===== src/rtl/cs_series.sv =====
// cs_series: series-approximation filter over a 9-sample sliding window.
// Optional OUT_REG_EN registers Y (one extra cycle of latency).
module cs_series #(
    parameter int DATA_W = 8
) (
    input  logic              clk,
    input  logic              reset,
    input  logic [DATA_W-1:0] X,
    output logic [DATA_W+1:0] Y
);

    localparam int N     = 9;
    localparam int SUM_W = DATA_W + 4;
    localparam int T_W   = DATA_W + 5;

    logic [DATA_W-1:0] w [N];
    logic [SUM_W-1:0]  sum;
    logic [DATA_W-1:0] xavg;
    logic [DATA_W-1:0] xappr;
    logic [T_W-1:0]    t;
    logic [DATA_W+1:0] y_next;

    // Window shift register; W[0] holds the newest sample.
    always_ff @(posedge clk) begin
        if (reset) begin
            for (int i = 0; i < N; i++) begin
                w[i] <= '0;
            end
        end else begin
            w[0] <= X;
            for (int i = 1; i < N; i++) begin
                w[i] <= w[i-1];
            end
        end
    end

    // Window sum and exact floor average.
    always_comb begin
        sum = '0;
        for (int i = 0; i < N; i++) begin
            sum = sum + SUM_W'(w[i]);
        end
        xavg = DATA_W'(sum / SUM_W'(N));
    end

    // Largest window sample not above the average; min(W) always qualifies.
    always_comb begin
        xappr = '0;
        for (int i = 0; i < N; i++) begin
            if (w[i] <= xavg && w[i] > xappr) begin
                xappr = w[i];
            end
        end
    end

    // Series result: (sum + 9*Xappr) / 8, truncated.
    always_comb begin
        t      = T_W'(sum) + T_W'(N) * T_W'(xappr);
        y_next = (DATA_W + 2)'(t >> 3);
    end

`ifdef OUT_REG_EN
    logic [DATA_W+1:0] y_q;

    // Output register breaks the long combinational path to the consumer.
    always_ff @(posedge clk) begin
        if (reset) begin
            y_q <= '0;
        end else begin
            y_q <= y_next;
        end
    end

    assign Y = y_q;
`else
    assign Y = y_next;
`endif

endmodule


===== config.mk =====
export PLATFORM = sky130hd
export DESIGN_NAME = cs_series
export DESIGN_NICKNAME = d
export VERILOG_FILES = /design/src/rtl/cs_series.sv
export SDC_FILE = /design/constraint.sdc
export NUM_CORES = 1
export LEC_CHECK = 0
export ABC_AREA = 1
export BUFFER_PORTS_ARGS = -buffer_cell sky130_fd_sc_hd__buf_2
export CORE_MARGIN = 2
export CORE_UTILIZATION = 25
export CTS_CLUSTER_SIZE = 30
export DETAILED_ROUTE_END_ITERATION = 12
export GPL_TIMING_DRIVEN = 0
export PLACE_DENSITY_LB_ADDON = 0.15
export SLEW_MARGIN = 10
export SYNTH_ARGS = -nofsm -noshare
export SYNTH_HDL_FRONTEND = slang
export SYNTH_SLANG_ARGS = --single-unit

===== constraint.sdc =====
create_clock -name clk -period 33 [get_ports clk]
set_input_delay 1.65 -clock clk [delete_from_list [all_inputs] [get_ports clk]]
set_output_delay 1.65 -clock clk [all_outputs]
set_load 0.05 [all_outputs]

==> results.txt <==
The run finished with clean final reports. The dominant register cell in the synthesized netlist is sky130_fd_sc_hd__dfxtp_1. Summing every instance area after synthesis gives 9190 µm². The clock transition at the registers of the reported paths is 0.06 ns. The Yosys step of the flow raised 0 warnings. The met2 routed wirelength is 12.0 mm.

The detailed router used layers up to and including met4. The buffer type at the clock tree root is sky130_fd_sc_hd__clkbuf_16. The first global-routing pass estimated 43.8 mm of wire. The wire length per cell after detailed routing came out at approximately 15 µm.

The largest registers in the layout are w x72. The starting density of the core is 25.2%. In this run the worst setup path begins at w[0][18].

In this run the vertical extent of the chip is 196 µm. The footprint of the flip-flops and latches is between 1000 and 1500 µm². Dividing the synthesized area by the synthesized cell count gives a little over 7 µm². Counting flops per register, the top entry is w. The total area of multi-input combinational cells came out at 6800 µm². The filler cells instantiated in the layout total 4014. In this run the worst path has a maximum fanout of 11.

The horizontal die dimension is just under 200 µm. After detailed routing, the wire length on met1 is 14.1 mm. The proportion of layout cells with a drive suffix above 1 came out at 8.48%.

Sequential elements use 15.7% of the synthesized area. In the final design database the tool counted 1524 nets. The number of setup buffers added after CTS is 0. The via count normalized by instance count came out at 4.39.

In this run, post-CTS hold repair placed 0 buffers. The number of flip-flops in the largest register is 72. The die area is 38300 µm². The cell count after synthesis came out at around 1300.

During I/O placement, the number of pins put on the boundary was 20. The core outline area came out at 36400 µm². The first detailed-routing pass took 5 iterations. The most common library cell in the layout ignoring fill and taps is sky130_fd_sc_hd__nand2_1. STA classifies the critical path startpoint as a register.

Multiplexer cells account for 0% of the synthesized area. Summing the areas of all fa, ha and maj instances in the mapped netlist gives 34.8% of the synthesized area. The biggest cell delay along the critical path came out at just over 0.7 ns. Summing the areas of all and, or, nand and nor instances in the mapped netlist gives 25.1% of the synthesized area.

The number of synthesized register bits came out at 72. In this run, synthesis inferred 0 flip-flops with an integrated enable. For the pin with the worst max-slew slack, the measured transition is 0.966 ns.

The number of H-tree branching levels is 3. The synthesized net count is 1495. In this run, the number of DRC markers left after iteration 0 of detailed routing was 472.

The total congestion overflow is 0. The number of sinks driven by the clock tree is 72. Summed over all nets, wire length on met3 after detailed routing comes to 626 µm.

The quantity of I/O buffers inserted on ports is 18. The achievable frequency came out at 33.5 MHz. The insertion delay to the later sink of the worst-skew pair is between 0.3 and 0.4 ns. TritonCTS built the clock tree. Of the available clock period, the critical path in the final layout requires between 90% and 100%. The fraction of synthesis flops using an asynchronous set or reset pin is 0%.

For this run, the share of the core covered by cells in the final layout is 27.8%. Setup repair after global routing left no endpoint under its margin. Across all hold checks on the routed design, the worst slack comes to 0.525 ns. The count of nets left with antenna violations once routing finished came out at 0. Across all layers, the routed design uses ~7700 vias.

Once detailed placement completed, the half-perimeter wirelength came to 22.2 mm. The number of antenna violations at the first check in global routing came out at 0. The endpoint type of the worst setup path is an output port. The startpoint identified for the worst register-to-register timing path is w[0][33].

The data required time of the critical path came out at 31.35 ns. Gates resized during post-CTS repair numbered 0. The worst clock skew on the final layout came out at 0.00612 ns.

Summing the areas of all compound-gate instances in the mapped netlist gives 12.1% of the synthesized area. Data arrives at the worst endpoint at 28.19 ns. The critical path in this run is classified as reg2out. The post-route standard cell area excluding fillers is 10100 µm².

After layout, the minimum clock period comes to 29.84 ns. The repair_antennas step left the layout with diodes totalling 0. The main combinational cell family by area after synthesis is adder cells.

The final-layout setup total negative slack came out at 0 ns. The maximum number of pins on one net before global-route repair is 12. The detailed-route wire length is between 20 and 30 mm. Relative to the synthesized area, the layout overhead comes to 10.2%.

In the layout the commonest cells are 264 x sky130_fd_sc_hd__nand2_1, 214 x sky130_fd_sc_hd__inv_1, 161 x sky130_fd_sc_hd__ha_1, 123 x sky130_fd_sc_hd__nor2_1, 72 x sky130_fd_sc_hd__dfxtp_1. The library cell appearing most often on the critical path is sky130_fd_sc_hd__nand2_1. The global placer's final weighted congestion came out at 0.817.

The startpoint identified for the worst hold timing path is w[0][22]. For this run, design rule violations remaining after detail routing come to 0. The count of distinct cell types in the synthesized netlist is 52. The total setup violations reported at the end of the flow is 0. On the critical path, the stage with the largest delay is an instance of sky130_fd_sc_hd__nor2_2. The count of final max-slew check failures is 0. The xor-xnor portion of the synthesized cell area came out at 2.07%. The CTS buffer count came out at 9.

The number of failing hold endpoints at the final stage is 0. In this run the core area contains 70 standard-cell rows. In this run the cell area measured after placement is around 9900 µm².

The number of global-route vias before repair came out at 7845. Across every metal layer, demand over resource in global routing totals 14.9%. The worst hold-check path type is reg2reg. In this run the tightest slew margin relative to its limit is 35.5%. Counting along the longest clock path gives a buffer depth of 2. Across the run, the number of max-cap violations was 0.
-- worst max-delay path: cells and delay by family (launching register included) --
kind / cells / cell delay (ns)
buffers and inverters: 35 / 5.79
adder cells (fa/ha/maj): 18 / 6.89
AO/OA/AOI/OAI: 36 / 6.45
AND/OR/NAND/NOR: 67 / 7.83
flip-flops: 1 / 0.43
XOR/XNOR: 2 / 0.37
-- area by class of cell --
class,count,share of cell area (%)
flip-flops and latches,72,14.2
plain buffers,16,0.606
clock inverters,4,0.222
well taps,468,5.78
inverters,234,8.69
repair buffers,18,0.890
clock buffers,10,2.36
multi-input cells,943,67.2
-- synthesized netlist by cell type (2+ instances only) --
library cell / count / area [µm²]
sky130_fd_sc_hd__clkbuf_1: 15 / 56.3
sky130_fd_sc_hd__o211ai_1: 2 / 15.0
sky130_fd_sc_hd__clkinv_1: 2 / 7.51
sky130_fd_sc_hd__a21oi_2: 4 / 35.0
sky130_fd_sc_hd__nor2_2: 3 / 18.8
sky130_fd_sc_hd__and2_1: 2 / 12.5
sky130_fd_sc_hd__nand3_2: 4 / 40.0
sky130_fd_sc_hd__xor2_2: 2 / 32.5
sky130_fd_sc_hd__o32a_1: 3 / 30.0
sky130_fd_sc_hd__o21bai_1: 10 / 75.1
sky130_fd_sc_hd__o41ai_1: 2 / 17.5
sky130_fd_sc_hd__a211oi_2: 2 / 25.0
sky130_fd_sc_hd__o21ai_1: 12 / 60.1
sky130_fd_sc_hd__nor3_1: 4 / 20.0
sky130_fd_sc_hd__nand2_4: 12 / 135
sky130_fd_sc_hd__nand3b_1: 4 / 30.0
sky130_fd_sc_hd__a31oi_1: 3 / 18.8
sky130_fd_sc_hd__o21ai_2: 3 / 26.3
sky130_fd_sc_hd__o21a_1: 2 / 15.0
sky130_fd_sc_hd__a21o_1: 4 / 30.0
sky130_fd_sc_hd__nor2_1: 123 / 462
sky130_fd_sc_hd__ha_1: 161 / 2010
sky130_fd_sc_hd__nand2_2: 20 / 125
sky130_fd_sc_hd__nand3_1: 55 / 275
sky130_fd_sc_hd__fa_1: 59 / 1180
sky130_fd_sc_hd__nand2_1: 264 / 991
sky130_fd_sc_hd__inv_1: 214 / 803
sky130_fd_sc_hd__a211oi_1: 6 / 45.0
sky130_fd_sc_hd__dfxtp_1: 72 / 1440
sky130_fd_sc_hd__o21ai_0: 58 / 290
sky130_fd_sc_hd__xor2_1: 13 / 114
sky130_fd_sc_hd__nor2_4: 2 / 22.5
sky130_fd_sc_hd__a21oi_1: 67 / 335
sky130_fd_sc_hd__nor4_1: 3 / 18.8
sky130_fd_sc_hd__inv_2: 17 / 63.8
sky130_fd_sc_hd__nand4_1: 16 / 100
sky130_fd_sc_hd__xnor2_1: 5 / 43.8
-- cell families after synthesis --
group                      count (synthesis)
AOI/OAI and AO/OA                        186
xor gates and xnor gates                  20
adders and majority gates                220
buffers and inverters                    250
DFF                                       72
and+or+nand+nor                          517
-- stage by stage --
| stage | std cells | worst slack [ns] |
|---|---|---|
| 6_report | 1765 | 3.16 |
| 5_1_grt | 1765 | 0.256 |
| 4_1_cts | 1765 | 2.96 |
| 3_5_place_dp | 1751 | 3.43 |
| 3_3_place_gp | 1751 | 3.48 |
| 2_1_floorplan | 1265 | 9.18 |
-- routing by layer --
metal  up-vias  global-route usage [%]
met5         -                       0
met4         0                    3.59
met3        23                    1.75
met2        87                    24.3
met1      3501                    21.1
li1       4133                       -
-- final timing paths --
path / end / slack [ns] / cells after the start
worst max-delay path: Y[7] / 3.16 / 158
worst min-delay path: w[0][30] / 0.52 / 2
worst max register to register: w[0][41] / 32.14 / 2
worst min register to register: w[0][30] / 0.52 / 2
Power is not shown: default switching activity piles up to over one toggle a cycle in this logic, so the estimate is an artifact.
